### src/rtl/alu_arbiter_if.sv
// Request/response bundle for the two ALU requesters (A: execute, B: branch/address).
// master = requester side, slave = arbiter side.
interface alu_arbiter_if #(
  parameter int TAG_WIDTH = 4
);
  logic                 a_req_valid;
  logic                 a_req_ready;
  logic [31:0]          a_in1;
  logic [31:0]          a_in2;
  logic [3:0]           a_control;
  logic [TAG_WIDTH-1:0] a_tag;
  logic                 a_resp_valid;
  logic                 a_resp_ready;
  logic [31:0]          a_resp_out;
  logic [TAG_WIDTH-1:0] a_resp_tag;

  logic                 b_req_valid;
  logic                 b_req_ready;
  logic [31:0]          b_in1;
  logic [31:0]          b_in2;
  logic [3:0]           b_control;
  logic [TAG_WIDTH-1:0] b_tag;
  logic                 b_resp_valid;
  logic                 b_resp_ready;
  logic [31:0]          b_resp_out;
  logic [TAG_WIDTH-1:0] b_resp_tag;

  modport master (
    output a_req_valid, a_in1, a_in2, a_control, a_tag, a_resp_ready,
    output b_req_valid, b_in1, b_in2, b_control, b_tag, b_resp_ready,
    input  a_req_ready, a_resp_valid, a_resp_out, a_resp_tag,
    input  b_req_ready, b_resp_valid, b_resp_out, b_resp_tag
  );

  modport slave (
    input  a_req_valid, a_in1, a_in2, a_control, a_tag, a_resp_ready,
    input  b_req_valid, b_in1, b_in2, b_control, b_tag, b_resp_ready,
    output a_req_ready, a_resp_valid, a_resp_out, a_resp_tag,
    output b_req_ready, b_resp_valid, b_resp_out, b_resp_tag
  );
endinterface

### src/rtl/alu_arbiter.sv
// Round-robin share of one ALU between ports A and B; result registered, 1-cycle latency.
// A held result blocks all new acceptance until its owner drains it or flush discards it.
module alu (
  input  logic [31:0] in1,
  input  logic [31:0] in2,
  input  logic [3:0]  control,
  output logic [31:0] result,
  output logic        undefined
);
  localparam logic [3:0] ALU_ADD = 4'd0;
  localparam logic [3:0] ALU_SUB = 4'd1;
  localparam logic [3:0] ALU_AND = 4'd2;
  localparam logic [3:0] ALU_OR  = 4'd3;
  localparam logic [3:0] ALU_XOR = 4'd4;
  localparam logic [3:0] ALU_SLL = 4'd5;
  localparam logic [3:0] ALU_SRL = 4'd6;
  localparam logic [3:0] ALU_SRA = 4'd7;
  localparam logic [3:0] ALU_LT  = 4'd8;
  localparam logic [3:0] ALU_LTU = 4'd9;
  localparam logic [3:0] ALU_NOP = 4'd10;

  always_comb begin
    result    = '0;
    undefined = 1'b0;
    case (control)
      ALU_ADD: result = in1 + in2;
      ALU_SUB: result = in1 - in2;
      ALU_AND: result = in1 & in2;
      ALU_OR:  result = in1 | in2;
      ALU_XOR: result = in1 ^ in2;
      ALU_SLL: result = in1 << in2[4:0];
      ALU_SRL: result = in1 >> in2[4:0];
      ALU_SRA: result = $unsigned($signed(in1) >>> in2[4:0]);
      ALU_LT:  result = {31'd0, $signed(in1) < $signed(in2)};
      ALU_LTU: result = {31'd0, in1 < in2};
      ALU_NOP: result = '0;
      default: undefined = 1'b1;
    endcase
  end
endmodule

module alu_arbiter #(
  parameter int TAG_WIDTH = 4
) (
  input  logic         clk,
  input  logic         rst_n,
  input  logic         flush,
  alu_arbiter_if.slave bus,
  output logic         illegal_op
);
  typedef enum logic {
    PORT_A = 1'b0,
    PORT_B = 1'b1
  } port_e;

  typedef struct packed {
    logic [31:0]          in1;
    logic [31:0]          in2;
    logic [3:0]           control;
    logic [TAG_WIDTH-1:0] tag;
  } req_t;

  port_e                last;
  port_e                res_owner;
  logic                 res_valid;
  logic [31:0]          res_data;
  logic [TAG_WIDTH-1:0] res_tag;

  req_t        req_a;
  req_t        req_b;
  req_t        sel;
  logic        drain;
  logic        free;
  logic        grant_a;
  logic        grant_b;
  logic        accept_a;
  logic        accept_b;
  logic        accept;
  logic        hold_a;
  logic        hold_b;
  logic [31:0] alu_result;
  logic        alu_undefined;

  assign req_a = {bus.a_in1, bus.a_in2, bus.a_control, bus.a_tag};
  assign req_b = {bus.b_in1, bus.b_in2, bus.b_control, bus.b_tag};

  assign drain = res_valid & ((res_owner == PORT_A) ? bus.a_resp_ready : bus.b_resp_ready);
  // rst_n gates ready so nothing handshakes while reset is asserted.
  assign free  = rst_n & ~flush & (~res_valid | drain);

  assign grant_a  = bus.a_req_valid & (~bus.b_req_valid | (last == PORT_B));
  assign grant_b  = bus.b_req_valid & (~bus.a_req_valid | (last == PORT_A));
  assign accept_a = free & grant_a;
  assign accept_b = free & grant_b;
  assign accept   = accept_a | accept_b;
  assign sel      = accept_b ? req_b : req_a;

  alu u_alu (
    .in1       (sel.in1),
    .in2       (sel.in2),
    .control   (sel.control),
    .result    (alu_result),
    .undefined (alu_undefined)
  );

  always_ff @(posedge clk or negedge rst_n) begin
    if (!rst_n) begin
      res_valid  <= 1'b0;
      res_owner  <= PORT_A;
      res_data   <= '0;
      res_tag    <= '0;
      last       <= PORT_B;
      illegal_op <= 1'b0;
    end else begin
      if (accept) begin
        res_valid <= 1'b1;
        res_owner <= accept_b ? PORT_B : PORT_A;
        res_data  <= alu_result;
        res_tag   <= sel.tag;
        last      <= accept_b ? PORT_B : PORT_A;
      end else if (flush || drain) begin
        res_valid <= 1'b0;
      end
      if (accept && alu_undefined) begin
        illegal_op <= 1'b1;
      end
    end
  end

  assign hold_a = res_valid & (res_owner == PORT_A);
  assign hold_b = res_valid & (res_owner == PORT_B);

  assign bus.a_req_ready  = accept_a;
  assign bus.b_req_ready  = accept_b;
  assign bus.a_resp_valid = hold_a;
  assign bus.b_resp_valid = hold_b;
  assign bus.a_resp_out   = hold_a ? res_data : '0;
  assign bus.b_resp_out   = hold_b ? res_data : '0;
  assign bus.a_resp_tag   = hold_a ? res_tag : '0;
  assign bus.b_resp_tag   = hold_b ? res_tag : '0;
endmodule
### src/flat_wrapper.sv
// flat-port wrapper written by rule: the top's interface ports become plain ports
module alu_arbiter_flat 
#(
  parameter int TAG_WIDTH = 4
)
  (clk, rst_n, flush, illegal_op, bus_a_req_valid, bus_a_in1, bus_a_in2, bus_a_control, bus_a_tag, bus_a_resp_ready, bus_b_req_valid, bus_b_in1, bus_b_in2, bus_b_control, bus_b_tag, bus_b_resp_ready, bus_a_req_ready, bus_a_resp_valid, bus_a_resp_out, bus_a_resp_tag, bus_b_req_ready, bus_b_resp_valid, bus_b_resp_out, bus_b_resp_tag);
  alu_arbiter_if #(.TAG_WIDTH(TAG_WIDTH)) bus_i ();
  input  logic clk;
  input  logic rst_n;
  input  logic flush;
  output logic illegal_op;
  input wire logic [$bits(bus_i.a_req_valid)-1:0] bus_a_req_valid;
  input wire logic [$bits(bus_i.a_in1)-1:0] bus_a_in1;
  input wire logic [$bits(bus_i.a_in2)-1:0] bus_a_in2;
  input wire logic [$bits(bus_i.a_control)-1:0] bus_a_control;
  input wire logic [$bits(bus_i.a_tag)-1:0] bus_a_tag;
  input wire logic [$bits(bus_i.a_resp_ready)-1:0] bus_a_resp_ready;
  input wire logic [$bits(bus_i.b_req_valid)-1:0] bus_b_req_valid;
  input wire logic [$bits(bus_i.b_in1)-1:0] bus_b_in1;
  input wire logic [$bits(bus_i.b_in2)-1:0] bus_b_in2;
  input wire logic [$bits(bus_i.b_control)-1:0] bus_b_control;
  input wire logic [$bits(bus_i.b_tag)-1:0] bus_b_tag;
  input wire logic [$bits(bus_i.b_resp_ready)-1:0] bus_b_resp_ready;
  output wire logic [$bits(bus_i.a_req_ready)-1:0] bus_a_req_ready;
  output wire logic [$bits(bus_i.a_resp_valid)-1:0] bus_a_resp_valid;
  output wire logic [$bits(bus_i.a_resp_out)-1:0] bus_a_resp_out;
  output wire logic [$bits(bus_i.a_resp_tag)-1:0] bus_a_resp_tag;
  output wire logic [$bits(bus_i.b_req_ready)-1:0] bus_b_req_ready;
  output wire logic [$bits(bus_i.b_resp_valid)-1:0] bus_b_resp_valid;
  output wire logic [$bits(bus_i.b_resp_out)-1:0] bus_b_resp_out;
  output wire logic [$bits(bus_i.b_resp_tag)-1:0] bus_b_resp_tag;
  assign bus_i.a_req_valid = bus_a_req_valid;
  assign bus_i.a_in1 = bus_a_in1;
  assign bus_i.a_in2 = bus_a_in2;
  assign bus_i.a_control = bus_a_control;
  assign bus_i.a_tag = bus_a_tag;
  assign bus_i.a_resp_ready = bus_a_resp_ready;
  assign bus_i.b_req_valid = bus_b_req_valid;
  assign bus_i.b_in1 = bus_b_in1;
  assign bus_i.b_in2 = bus_b_in2;
  assign bus_i.b_control = bus_b_control;
  assign bus_i.b_tag = bus_b_tag;
  assign bus_i.b_resp_ready = bus_b_resp_ready;
  assign bus_a_req_ready = bus_i.a_req_ready;
  assign bus_a_resp_valid = bus_i.a_resp_valid;
  assign bus_a_resp_out = bus_i.a_resp_out;
  assign bus_a_resp_tag = bus_i.a_resp_tag;
  assign bus_b_req_ready = bus_i.b_req_ready;
  assign bus_b_resp_valid = bus_i.b_resp_valid;
  assign bus_b_resp_out = bus_i.b_resp_out;
  assign bus_b_resp_tag = bus_i.b_resp_tag;
  alu_arbiter #(.TAG_WIDTH(TAG_WIDTH)) u_core (.clk(clk), .rst_n(rst_n), .flush(flush), .bus(bus_i), .illegal_op(illegal_op));
endmodule
### config.mk
export PLATFORM = sky130hd
export DESIGN_NAME = alu_arbiter_flat
export DESIGN_NICKNAME = d
export VERILOG_FILES = /design/src/rtl/alu_arbiter_if.sv /design/src/rtl/alu_arbiter.sv /design/src/flat_wrapper.sv
export SDC_FILE = /design/constraint.sdc
export NUM_CORES = 1
export LEC_CHECK = 0
export CORE_MARGIN = 2
export CORE_UTILIZATION = 35
export DETAILED_ROUTE_END_ITERATION = 16
export SYNTH_ARGS = -nofsm -noshare
export SYNTH_HDL_FRONTEND = slang
export SYNTH_HIERARCHICAL = 1
export SYNTH_SLANG_ARGS = --single-unit
### constraint.sdc
create_clock -name clk -period 6.9 [get_ports clk]
set_input_delay 1.035 -clock clk [delete_from_list [all_inputs] [get_ports clk]]
set_output_delay 1.035 -clock clk [all_outputs]
set_load 0.01 [all_outputs]
== Word level (Yosys, flattened, before mapping) ==
Index checks and enable logic that the tools add are counted.

* Flip-flop bits (word level): 40
* Latch bits: 0
* Bits in writable memories: 0
* Bits in read-only memories: 0
* Bits of input ports: 151
* Logic and storage cells: 61
* Memories: 0

* $add $sub $neg: 2
* Multipliers: 0
* Div/mod/pow operators: 0
* Magnitude comparators: 2
* Equal/unequal tests: 10
* Shifts and indexed selects: 3
* Mux-type cells: 11
* Bitwise logic cells: 22
* Reduce and logical (&&, ||, !) cells: 5

{| class="wikitable"
|+ Operators with widths
! cell !! count
|-
| case mux 32 bit (10 select lines) || 1
|-
| 2-to-1 mux 72 bit || 1
|-
| less-than comparator 32 bit || 2
|-
| 2-to-1 mux 32 bit || 2
|-
| adder 32 bit || 1
|-
| AND 32 bit || 1
|-
| OR 32 bit || 1
|-
| left shift 32 x 5 -> 32 bit || 1
|-
| >> shifter 32 x 5 -> 32 bit || 1
|-
| >>> shifter 32 x 5 -> 32 bit || 1
|-
| subtractor 32 bit || 1
|-
| XOR 32 bit || 1
|-
| == test 4 x 3 -> 1 bit, second input constant || 4
|-
| == test 4 bit, second input constant || 3
|-
| OR reduction 11 bit || 1
|-
| AND 1 bit || 9
|-
| == test 4 x 2 -> 1 bit, second input constant || 2
|-
| 2-to-1 mux 4 bit || 2
|-
| inverter 1 bit || 6
|-
| 2-to-1 mux 1 bit || 5
|-
| == test 4 x 1 -> 1 bit, second input constant || 1
|-
| zero test 4 bit || 1
|-
| OR 1 bit || 4
|-
| nonzero test 2 bit || 1
|-
| other kinds (2) || 2
|}

== Depth between registers and ports, before layout ==
Gate-level depths: netlist of the first run.

* Depth in word-level cells: 10
* Mapped depth: 22

== By module ==
The synthesis of the first run kept the hierarchy.

{| class="wikitable"
|+ Modules (own cells, without submodules)
! module !! times used !! cells each !! area each (um^2)
|-
| alu || 1 || 1,274 || 8,471.9
|-
| alu_arbiter || 1 || 265 || 2,980.4
|}

== Worst setup path after synthesis of the first run ==
No wires, ideal clock.

* Path kind: input-to-reg
* From: input bus_b_req_valid
* To: register u_core.res_data[24]
* Arrival time: 5,864 ps
* Required time: 6,773 ps
* Path slack: 908 ps
* Stages: 22
* Path buffers: 6
* Cells stage by stage: a21bo_2 > buf_2 > a211oi_4 > buf_6 > mux2_2 > inv_2 > buf_2 > buf_1 > clkbuf_1 > ha_1 > buf_4 > nor2b_1 > o21a_1 > o21ai_0 > a21oi_1 > a21oi_1 > o21ai_0 > nor2b_1 > a2111oi_0 > a21o_1 > o21ai_0 > mux2_1

{| class="wikitable"
|+ RTL lines
! what !! line !! source
|-
| from (decl) || flat_wrapper.sv:18 || <nowiki>input wire logic [$bits(bus_i.b_req_valid)-1:0] bus_b_req_valid;</nowiki>
|-
| to (signal assigned) || alu_arbiter.sv:118 || <nowiki>res_data <= alu_result;</nowiki>
|-
| to (decl) || alu_arbiter.sv:66 || <nowiki>logic [31:0] res_data;</nowiki>
|}

==> results of run 1 <==
## cell families (layout without fill, tap and decap cells)
kind of cell / Yosys count / in the layout / synth area share
other: 0 / 1 / 0
AO/OA/AOI/OAI: 468 / 468 / 0.2739
buffers and inverters: 222 / 369 / 0.08664
AND/OR/NAND/NOR: 469 / 469 / 0.1914
multiplexers: 216 / 216 / 0.2316
XOR/XNOR: 24 / 24 / 0.01836
adder cells (fa/ha/maj): 100 / 100 / 0.1106
flip-flops: 40 / 40 / 0.08751
## layout by cell type (no fill, tap or decap), drive strengths merged, types with 14 or more instances in the layout
| master | count |
|---|---|
| a21o | 23 |
| nor2b | 14 |
| a221oi | 14 |
| clkdlybuf4s50 | 226 |
| mux2i | 64 |
| and2 | 40 |
| ha | 98 |
| a211oi | 34 |
| nand2 | 144 |
| buf | 37 |
| inv | 97 |
| o211ai | 33 |
| dfrtp | 39 |
| mux2 | 126 |
| mux4 | 26 |
| a21oi | 122 |
| o21ai | 104 |
| nor3 | 20 |
| and3 | 44 |
| nor2 | 149 |
| xnor2 | 21 |
## state kept, by name (all words and copies together) (netlist names)
register           flops
u_core/res_valid       1
u_core/res_data       32
u_core/res_owner       1
u_core/illegal_op      1
u_core/last            1
u_core/res_tag         4
## power groups by stage
stage	registers [mW]	logic, mW	clock network (mW)
2_1_floorplan	0.334	0.903	0
3_3_place_gp	0.355	1.36	0
3_5_place_dp	0.357	1.36	0
4_1_cts	0.353	1.37	0.253
5_1_grt	0.362	1.49	0.267
6_report	0.352	1.39	0.246
## worst paths after layout
check,startpoint,endpoint,slack (ps),cells past startpoint
min reg2reg,u_core/illegal_op,u_core/illegal_op,470,1
max,bus_b_req_valid,u_core/res_data[26],750,18
max in group asynchronous,rst_n,u_core/res_data[14],5670,2
max reg2reg,u_core/res_owner,u_core/res_data[26],1230,18
min in group asynchronous,rst_n,u_core/res_tag[2],840,2
min,u_core/illegal_op,u_core/illegal_op,470,1
## layer usage
metal | routed length [um] | global-route usage
met5 | 13 | 0
met4 | 1992 | 0.1092
met3 | 3109 | 0.03284
met2 | 23270 | 0.4617
met1 | 21080 | 0.3745
## final cells by class
class	count	area [um2]
inverters	98	367.9
multi-input cells	1277	9470
flip-flops and latches	40	1002
clock inverters	2	15.01
fillers	3368	18260
well taps	442	553.0
repair buffers	263	2562
clock buffers	6	138.9
diodes	1	2.502
## synth_stat cells, types with 8 or more instances
library cell / number
sky130_fd_sc_hd__and3_1: 44
sky130_fd_sc_hd__mux4_2: 26
sky130_fd_sc_hd__nor2_1: 149
sky130_fd_sc_hd__dfrtp_1: 39
sky130_fd_sc_hd__a221oi_1: 13
sky130_fd_sc_hd__buf_6: 13
sky130_fd_sc_hd__o221ai_1: 9
sky130_fd_sc_hd__clkbuf_1: 65
sky130_fd_sc_hd__o21ai_0: 99
sky130_fd_sc_hd__buf_1: 13
sky130_fd_sc_hd__nand3_1: 13
sky130_fd_sc_hd__o21bai_1: 12
sky130_fd_sc_hd__inv_1: 96
sky130_fd_sc_hd__nand2_1: 144
sky130_fd_sc_hd__o21a_1: 9
sky130_fd_sc_hd__a21o_1: 23
sky130_fd_sc_hd__buf_4: 8
sky130_fd_sc_hd__nor3_1: 20
sky130_fd_sc_hd__a21oi_1: 120
sky130_fd_sc_hd__xnor2_1: 21
sky130_fd_sc_hd__a211oi_1: 31
sky130_fd_sc_hd__a31oi_1: 13
sky130_fd_sc_hd__o211ai_1: 33
sky130_fd_sc_hd__mux2i_1: 64
sky130_fd_sc_hd__buf_2: 24
sky130_fd_sc_hd__or3_1: 11
sky130_fd_sc_hd__o2111ai_1: 12
sky130_fd_sc_hd__and2_1: 40
sky130_fd_sc_hd__mux2_2: 122
sky130_fd_sc_hd__nor2b_1: 14
sky130_fd_sc_hd__o31ai_1: 12
sky130_fd_sc_hd__ha_1: 98
## critical path, delay by kind of cell
family | cells | cell delay (ps)
simple gates | 1 | 130
compound gates | 10 | 3120
buf+inv | 3 | 840
fa+ha+maj | 2 | 570
mux | 2 | 540
## per-stage QoR
step / power [mW] / cells
final: 1.988 / 2129
after global routing: 2.122 / 2128
after CTS: 1.972 / 2128
after detailed placement: 1.717 / 2120
after global placement: 1.711 / 2120
after floorplan: 1.237 / 1539
==> metrics.txt, run 1 <==
Sink Count=40; overall die area=34180 um2; Die Height=roughly 180 um; ratio of routed vias to standard cells=5.916; number of nets with antenna violations after routing=0; routability-driven placement congestion ratio=about 1; CTS H-tree lvls=2; count of state elements after synthesis=40; post-route clock period utilization=0.8916; status=finished clean; number of buffers inserted during clock tree synthesis=5; leakage power total=5.946 nW; maximum fanout count along the critical path=43; Arr. time, crit path=~6300 ps; f_max=~160 MHz; slowest cell on the critical path=sky130_fd_sc_hd__o21ai_0; sum of negative setup slack=0 ps; count of yosys warnings during synthesis=6; area of the mapped netlist=11450 um2; switching pwr=0.9630 mW; Hold Buf Count CTS=0; Critical Path Max Stage Delay=between 700 and 800 ps; Rows=between 60 and 70; Cell Pwr Density=140.9 nW/um2; slew at the pin with the worst max-slew slack=1204 ps; total iterations of the first detailed-routing run=5; Syn Nets=approximately 1800; Root Buffer=sky130_fd_sc_hd__clkbuf_16; area of placed instances=~14000 um2; maximum clock skew at final layout=4.519 ps; insertion delay of the later-clocked pin in the worst-skew pair=approximately 290 ps; Longest Clk Path Bufs=2; internal power summed over all cells=approximately 1 mW; HPWL after detailed placement=38.97 mm; core utilization of the finished layout=0.4360; top-level port count=roughly 230; vias in the first global route=between 10000 and 15000; Congestion Overflow GR=0; post-DR wirelength/cell=around 23 um; Area contributors post-synth=sky130_fd_sc_hd__mux2_2, sky130_fd_sc_hd__ha_1, sky130_fd_sc_hd__dfrtp_1, sky130_fd_sc_hd__mux2i_1, sky130_fd_sc_hd__a21oi_1; Pins Over Slew Limit=0; cell type contributing the most total cell area after synthesis=sky130_fd_sc_hd__mux2_2; sw frac=0.4843; Final Instance Area=between 10000 and 15000 um2; most used flip-flop cell after synthesis=sky130_fd_sc_hd__dfrtp_1; required time worst endpoint=~7000 ps; overall track demand over capacity in global routing=0.2806; type of the worst setup path=in -> reg; Placeable Area=between 30000 and 40000 um2; post-layout min period=6152 ps; WL final=roughly 49 mm; synthesis-to-finish area growth=23.23%; remaining max-slew budget at the tightest pin=0.1940; Max Cap Violations=0; Post-Synthesis Cells=between 1500 and 2000; final count of negative-setup-slack endpoints=0; DR DRC count=0; post-synthesis sequential area ratio=0.08751; Worst setup SP type=input port; buffers added on ports=around 230; portion of total power attributed to sequential cells=0.177; average cell area after synthesis=about 7.4 um2; path category of the worst min-delay check=reg -> reg; worst-case setup slack after placement=slightly above 600 ps; cells along the critical path=clkdlybuf4s50_1, a21bo_2, a211oi_4, buf_12, mux2_2, ha_1, inv_1, fa_1, nor2b_1, o21a_1, o21ai_0, a21oi_1, a21oi_1, o21ai_0, a21oi_1, a2111oi_0, o21ai_0, mux2_2; asr flop ratio synth=1.000; clock slew seen by the registers of the worst setup and hold paths=60 ps; post_cts resized=0; clock group share of total power=0.124; Post-synth EDFFs=0; number of unique standard cell types used by synthesis=between 80 and 90; WHS=between 400 and 500 ps; area share of the largest cell type after synthesis=0.1200; initial core utilization=0.3538; share of final-layout standard cells stronger than drive strength 1=0.1311; worst supply voltage drop on vdd=around 110 uV; number of hold-slack violations in the final timing report=0; net total in the final layout=a little under 2000; die width=between 150 and 200 um; kind of capture point of the worst setup path=flip-flop; Setup Buffers After CTS=0; RSZ-0062 raised after global routing=no; combinational cell fraction of total power=0.699; largest net degree at the start of global routing=94; wire length of the first global-routing pass=around 73 mm; final setup slack of the worst path=747.6 ps; initial antenna violation count=2; DRC marker count from the first detailed-route iteration=~1300; TritonCTS clock tree=built; vias after detailed routing=between 10000 and 15000
Power figures use the tool's default switching activity.
==> run 2: changes to the inputs <==
Settings changed: CORE_UTILIZATION 35 to 55, CTS_BUF_LIST from default to sky130_fd_sc_hd__clkbuf_4, PLACE_DENSITY from default to 0.84.
==> metrics.txt, run 2 (synthesis results as in run 1) <==
slowest cell on the critical path=sky130_fd_sc_hd__clkdlybuf4s50_1; buffers added on ports=227 (unchanged); Placeable Area=20360 um2 (-37%); clock slew seen by the registers of the worst setup and hold paths=140 ps (+80 ps); remaining max-slew budget at the tightest pin=0.3862 (+0.1922); worst supply voltage drop on vdd=150.7 uV (+41%); Worst setup SP type=input port; Critical Path End=u_core/res_data[29]; Cell Pwr Density=138.3 nW/um2 (-1.9%); number of cell instances on the worst register-to-register path=17 (-1); share of final-layout standard cells stronger than drive strength 1=0.1321 (+0.001030); R2R Path Start=u_core/res_owner; total iterations of the first detailed-routing run=6 (+1); initial antenna violation count=0 (-2); worst-case setup slack after placement=495.9 ps (-110.8 ps); path category of the worst min-delay check=reg -> reg; Hold Buf Count CTS=0 (unchanged); synthesis-to-finish area growth=20.83%; maximum fanout count along the critical path=41 (-4.7%); f_max=162.3 MHz (-0.14%); maximum clock skew at final layout=11.10 ps (+6.585 ps); RSZ-0062 raised after global routing=no; number of hold-slack violations in the final timing report=0 (unchanged); Longest Clk Path Bufs=2 (unchanged); HPWL after detailed placement=36.89 mm (-5.4%); most common library cell in the layout ignoring fill and taps=sky130_fd_sc_hd__clkdlybuf4s50_1; routability-driven placement congestion ratio=1.094 (+10%); Setup Buffers After CTS=0 (unchanged); post-route clock period utilization=0.8929 (+0.001256); CTS H-tree lvls=2 (unchanged); initial core utilization=0.5624 (+0.2086); number of nets with antenna violations after routing=0 (unchanged); leakage power total=5.929 nW (-0.29%); Critical Path Max Stage Delay=530 ps (-210 ps); DRC marker count from the first detailed-route iteration=1869 (+45%); largest net degree at the start of global routing=94 (unchanged); DR DRC count=0 (unchanged); final setup slack of the worst path=739.0 ps (-8.666 ps); TritonCTS clock tree=built; register with the most flip-flops=u_core/res_data; number of buffers inserted during clock tree synthesis=5 (unchanged); status=finished clean; slew at the pin with the worst max-slew slack=915.2 ps (-288.4 ps); Rows=52 (-21%); Die Height=148.3 um (-20%); Sink Count=40 (unchanged); kind of capture point of the worst setup path=flip-flop; flip-flop count of the largest register after layout=32 (unchanged); area of placed instances=13760 um2 (-1.4%); overall die area=21990 um2 (-36%); Register-to-Register Setup Slack=1480 ps (+250 ps); sum of negative setup slack=0 ps (unchanged); vias after detailed routing=13110 (+4.0%); post-DR wirelength/cell=24.34 um (+4.8%); top-level port count=228 (unchanged); die width=148.3 um (-20%); registers with the most flip-flops=u_core/res_data x32, u_core/res_tag x4; post_cts resized=0 (unchanged); Arr. time, crit path=6490 ps (+160 ps); Root Buffer=sky130_fd_sc_hd__clkbuf_4; post-layout min period=6161 ps (+8.666 ps); type of the worst setup path=in -> reg; overall track demand over capacity in global routing=0.4194 (+0.1388); Max Cap Violations=0 (unchanged); WL final=47.67 mm (-3.6%); count of buffering cells on the critical path with inverters included=4 (+1); instance count on the critical path=18 (unchanged); cells along the critical path=clkdlybuf4s50_1, a21bo_2, a211oi_4, buf_12, buf_4, mux2_2, inv_1, ha_1, nor2_1, nand2_1, or4_1, o211ai_1, o22ai_1, or2_0, o311ai_0, nor2_1, o21ai_0, mux2_2; highest-count cells in the layout ignoring fill and taps=sky130_fd_sc_hd__clkdlybuf4s50_1, sky130_fd_sc_hd__nor2_1, sky130_fd_sc_hd__nand2_1; Critical Path Source=bus_b_req_valid; Final Instance Area=13840 um2 (-1.9%); ratio of routed vias to standard cells=6.694 (+13%); net total in the final layout=1938 (+0.10%); antenna diode count=0 (-1); required time worst endpoint=7230 ps (+150 ps); Congestion Overflow GR=0 (unchanged); insertion delay of the later-clocked pin in the worst-skew pair=370 ps (+80 ps); wire length of the first global-routing pass=72.48 mm (-1.3%); final count of negative-setup-slack endpoints=0 (unchanged); Top Family by Delay on Critical Path=compound AO/OA/AOI/OAI gates; vias in the first global route=12520 (+6.1%); Pins Over Slew Limit=0 (unchanged); r2r endpoint=u_core/res_data[29]
==> run 2: cell count changes in the layout (fill, tap and decap cells not counted), sizes merged <==
| cell | change |
|---|---|
| buf | +2 |
| bufinv | +1 |
| clkbuf | -1 |
| clkinv | +1 |
| clkinvlp | -1 |
| diode | -1 |
==> run 2: worst min-delay path by stage <==
stage | cells after the start | end | slack (ps) | start
2_1_floorplan | 2 | u_core/last | 440 | u_core/last
3_3_place_gp | 1 | u_core/illegal_op | 440 | u_core/illegal_op
3_5_place_dp | 1 | u_core/illegal_op | 470 | u_core/illegal_op
4_1_cts | 2 | u_core/last | 490 | u_core/last
5_1_grt | 2 | u_core/last | 510 | u_core/last
6_report | 2 | u_core/last | 490 | u_core/last
==> run 2: power breakdown <==
group	switching [mW]	leakage, nW	internal (mW)	total [mW]
Sequential	0.0521	0.502	0.301	0.353
Combinational	0.813	5.39	0.580	1.39
Clock	0.0911	0.0412	0.0756	0.167
==> run 2: cell type report <==
| type | instances | area (um2) |
|---|---|---|
| Clock inverter | 3 | 42.54 |
| Multi-Input combinational cell | 1277 | 9473 |
| Inverter | 98 | 367.9 |
| Sequential cell | 40 | 1002 |
| Fill cell | 1810 | 6526 |
| Timing Repair Buffer | 265 | 2577 |
| Clock buffer | 5 | 37.54 |
| Tap cell | 270 | 337.8 |
==> run 2: metal layers <==
layer | part of all wire | up-vias | GRT usage
met5 | 0 | - | 0
met4 | 0.052 | 0 | 0.1833
met3 | 0.12 | 199 | 0.1110
met2 | 0.44 | 941 | 0.6609
met1 | 0.38 | 6070 | 0.5415
li1 | - | 5896 | -
==> run 2: through the flow <==
step | util | cells | total power [mW] | hold slack [ps]
after global placement | 0.6756 | 1950 | 1.679 | 438.3
after floorplan | - | 1539 | 1.237 | 444.5
after global routing | 0.6795 | 1958 | 2.022 | 511.6
after detailed placement | 0.6756 | 1950 | 1.697 | 469.9
after CTS | 0.6795 | 1958 | 1.868 | 491.5
final | 0.6795 | 1958 | 1.913 | 494.1
==> run 2: worst register-to-register path: cells and delay by family (launching register included) <==
kind | cells | cell delay, ps
buf+inv | 3 | 780
fa+ha+maj | 1 | 360
simple gates | 5 | 1240
compound gates | 5 | 1650
mux | 3 | 900
flops | 1 | 430
==> edit 1 (flow settings as in run 2) <==
`TAG_WIDTH` is set to 4 in 3 places; all go to 6.
--- a/src/rtl/alu_arbiter_if.sv
+++ b/src/rtl/alu_arbiter_if.sv
@@ -2,5 +2,5 @@
 // master = requester side, slave = arbiter side.
 interface alu_arbiter_if #(
-  parameter int TAG_WIDTH = 4
+  parameter int TAG_WIDTH = 6
 );
   logic                 a_req_valid;
--- a/src/rtl/alu_arbiter.sv
+++ b/src/rtl/alu_arbiter.sv
@@ -41,5 +41,5 @@
 
 module alu_arbiter #(
-  parameter int TAG_WIDTH = 4
+  parameter int TAG_WIDTH = 6
 ) (
   input  logic         clk,
--- a/src/flat_wrapper.sv
+++ b/src/flat_wrapper.sv
@@ -2,5 +2,5 @@
 module alu_arbiter_flat 
 #(
-  parameter int TAG_WIDTH = 4
+  parameter int TAG_WIDTH = 6
 )
   (clk, rst_n, flush, illegal_op, bus_a_req_valid, bus_a_in1, bus_a_in2, bus_a_control, bus_a_tag, bus_a_resp_ready, bus_b_req_valid, bus_b_in1, bus_b_in2, bus_b_control, bus_b_tag, bus_b_resp_ready, bus_a_req_ready, bus_a_resp_valid, bus_a_resp_out, bus_a_resp_tag, bus_b_req_ready, bus_b_resp_valid, bus_b_resp_out, bus_b_resp_tag);
Ports: changed (resized bus_a_resp_tag, bus_a_tag, bus_b_resp_tag and bus_b_tag); port bits go from 228 to 236. No check against the original RTL was run, so the function may have changed too.
==> edit 1 against run 2 <==
Global-route usage is 0.73 points lower. Critical path type unchanged. Sequential share of layout area is 0.19 points higher. Cell count is 1.2% higher. Synthesized area is 2.4% higher. Critical path depth is 1 higher. Total power is 0.59% higher. Final area is 2.3% higher. Wire length is 0.82% higher. Worst setup slack better by 80 ps. Fmax is 1.3% higher. Sequential cell count is 2 higher.
==> edit 1: results (changes against run 2) <==
Worst R2R Setup Slack=1640 ps (+160 ps); hold_ws=481 ps (-13.0 ps); Fmax achieved=0.164 GHz (+1.3%); drt total wl=48100 um (+0.82%); multi-input gate count=1285 (+0.63%); Synth Area in Compound Gates=26.7% (-0.72 points); largest cells by area after synthesis=ha_1, dfrtp_1, mux2_2, mux2i_1, mux2_4; Port Buffer Count=235 (+3.5%); DP HPWL=37800 um (+2.5%); Hold Path End=u_core/illegal_op; adder-cell share of the synthesized area=10.8% (-0.26 points); drt via density=6.66 (-0.45%); final core utilization=67.6% (-0.37 points); fill count=1864 (+3.0%); FF-to-FF path depth=18 (+1); register area=1050 sq um (+5.0%); Post-Synth XOR/XNOR Area=1.79% (-0.044 points); largest net degree at the start of global routing=93 (-1.1%); sequential area share after synthesis=8.97% (+0.22 points); Non-CTS buffers=271 (+2.3%); n_diodes=3 (+3); clock buffer count=7 (+2); Rows=53 (+1.9%); syn nets=1806 (+0.89%); status=finished clean; Switching Share=50.0% (about the same)
-- edit 1: power groups by stage --
stage                     combinational (mW)  clock, mW  sequential (mW)
after global routing                    1.50      0.151            0.381
after CTS                               1.37      0.139            0.371
after detailed placement                1.37          0            0.376
final                                   1.42      0.136            0.372
after floorplan                        0.921          0            0.349
after global placement                  1.35          0            0.371
-- edit 1: how the worst max path moves through the flow --
stage | endpoint | slack, ps
5_1_grt | u_core/res_data[31] | 670
3_3_place_gp | u_core/res_data[29] | 690
6_report | u_core/res_data[31] | 820
2_1_floorplan | u_core/res_data[24] | 930
4_1_cts | u_core/res_data[31] | 1030
3_5_place_dp | u_core/res_data[31] | 620
-- edit 1: metal layers --
| layer | part of all wire (%) | global-route usage [%] | wire length, um |
|---|---|---|---|
| met3 | 11 | 7.90 | 5220 |
| met1 | 38 | 53.4 | 18500 |
| met5 | 0 | 0 | 0 |
| met4 | 5.4 | 18.8 | 2590 |
| met2 | 45 | 66.3 | 21800 |
==> edit 2 (config.mk and constraints of run 2) <==
Without the edit above. Remove the case item `ALU_SRA` of the case on `control`.
--- a/src/rtl/alu_arbiter.sv
+++ b/src/rtl/alu_arbiter.sv
@@ -31,5 +31,4 @@
       ALU_SLL: result = in1 << in2[4:0];
       ALU_SRL: result = in1 >> in2[4:0];
-      ALU_SRA: result = $unsigned($signed(in1) >>> in2[4:0]);
       ALU_LT:  result = {31'd0, $signed(in1) < $signed(in2)};
       ALU_LTU: result = {31'd0, in1 < in2};
Behaviour: not the same (Yosys sat finds a counterexample within 4 cycles, from zero or initial values and one cycle with rst_n low).
==> edit 2 against run 2 <==
Worst setup slack worse by 75 ps. Final area down 1.3%. Total power down 2.4%. Synthesized area down 1.4%. Largest cell class unchanged. Wire length up 5.3%. Clock power down 29%. Synthesized cell count down 1.3%. Sequential cell count unchanged. Register-to-register slack worse by 470 ps. Critical endpoint is now u_core/res_data[23].
==> edit 2: results (changes against run 2) <==
status=finished clean; H-tree level count=2 (unchanged); fill count=1772 (-2.1%); hold_ws=474 ps (-19.6 ps); Final Skew=15.4 ps (+4.28 ps); hold path depth=1 (-1); Synth top cells by count=nor2_1, a21oi_1, mux2_2; first-pass GRT wire length=75100 um (+3.6%); Hold Path End=u_core/illegal_op; sequential share of power=18.7% (+0.3 points); sequential area share after synthesis=8.88% (+0.13 points); Clock transition at path regs=120 ps (-20 ps); cells after synthesis=1519 (-1.3%); min-delay worst type=reg2reg; initial DRC count=2240 (+20%); CTS resizes=0 (unchanged); Final #Nets=1918 (-1.0%); Port Buffer Count=227 (unchanged); combinational group power=1.40 mW; ys async rst share=100% (unchanged); VDD IR-drop max=0.118 mV (-21%); drt total wl=50200 um (+5.3%); Max FO, Critical Path=42 (+2.4%); largest net degree at the start of global routing=88 (-6.4%); gpl congestion=1.12 (+2.2%); worst slew pin tran=1190 ps (+273 ps); layout cells sized above 1=12.6% (-0.63 points); Post CTS Setup Buffer Count=0 (unchanged); FF-to-FF End=u_core/res_data[23]; syn nets=1769 (-1.2%); worst skew pair latency=370 ps (about the same); total number of yosys warnings=6 (unchanged); top flop regs=u_core/res_data (32), u_core/res_tag (4); multiplexer area fraction after synthesis=23.1% (-0.054 points); Synth Flop Type=dfrtp_1; number of buffers created by CTS=5 (unchanged); DRT Pass-1 Iters=7 (+1); largest cells by area after synthesis=mux2_2, ha_1, dfrtp_1, a21oi_1, mux2i_1; crit path DAT=6540 ps (+50 ps); fin area=13700 sq um (-1.3%); GRT Total Usage=44.8% (+2.9 points); DP HPWL=39700 um (+7.6%); initial antenna violation count=1 (+1); FF-to-FF path depth=17 (unchanged); hold_sp=u_core/illegal_op; reg2reg start=u_core/res_owner; Switch Pwr=0.980 mW (+2.4%); Synth Area in Compound Gates=27.1% (-0.25 points); adder-cell share of the synthesized area=11.1% (+0.048 points); routed vias=13600 (+3.8%); Leak=5.82 nW (-1.8%); Unique masters post-synth=83 (-2.4%); vias in the first global route=12500 (-0.27%); Post-Synth XOR/XNOR Area=1.47% (-0.36 points); Worst R2R Setup Slack=1010 ps (-470 ps); clk root buf=clkbuf_4
-- edit 2: worst max path at each step --
stage               startpoint                   to  cells past startpoint
3_3_place_gp   bus_b_req_valid  u_core/res_data[23]                     17
3_5_place_dp   bus_b_req_valid  u_core/res_data[23]                     17
2_1_floorplan  bus_b_req_valid  u_core/res_data[30]                     20
5_1_grt        bus_b_req_valid  u_core/res_data[23]                     17
6_report       bus_b_req_valid  u_core/res_data[23]                     17
4_1_cts        bus_b_req_valid  u_core/res_data[23]                     17
-- edit 2: stage by stage --
| step | util [%] | power, mW | setup WS, ps | cells |
|---|---|---|---|---|
| 3_5_place_dp | 67.5 | 1.69 | 533 | 1931 |
| 3_3_place_gp | 67.5 | 1.66 | 612 | 1931 |
| 5_1_grt | 67.7 | 1.97 | 548 | 1939 |
| 6_report | 67.7 | 1.87 | 664 | 1940 |
| 4_1_cts | 67.7 | 1.81 | 916 | 1939 |
| 2_1_floorplan | - | 1.21 | 1020 | 1519 |
-- edit 2: cell type report --
type / instances / area share, %
multi-input cells: 1257 / 68.3
repair buffers: 260 / 18.6
flip-flops and latches: 40 / 7.34
well taps: 270 / 2.47
clock buffers: 5 / 0.275
diodes: 1 / 0.0183
inverters: 104 / 2.86
clock inverters: 3 / 0.101
-- edit 2: routing by layer --
layer	part of all wire [%]	wire length [um]	track usage, %
met3	15	7480	14.8
met4	5.7	2880	19.9
met2	42	21300	66.5
met5	0	0	0
met1	37	18500	59.3
-- edit 2: critical path, stage by stage --
cell	delay, ps
clkdlybuf4s50_1	510
a21bo_2	310
a211oi_4	280
buf_12	280
mux2_2	400
inv_1	110
ha_1	450
inv_1	150
a221oi_1	500
a21oi_1	260
o211ai_1	390
nand3_1	180
o21ai_0	630
a2bb2oi_1	250
xnor2_1	80
o21ai_0	420
mux2_2	250
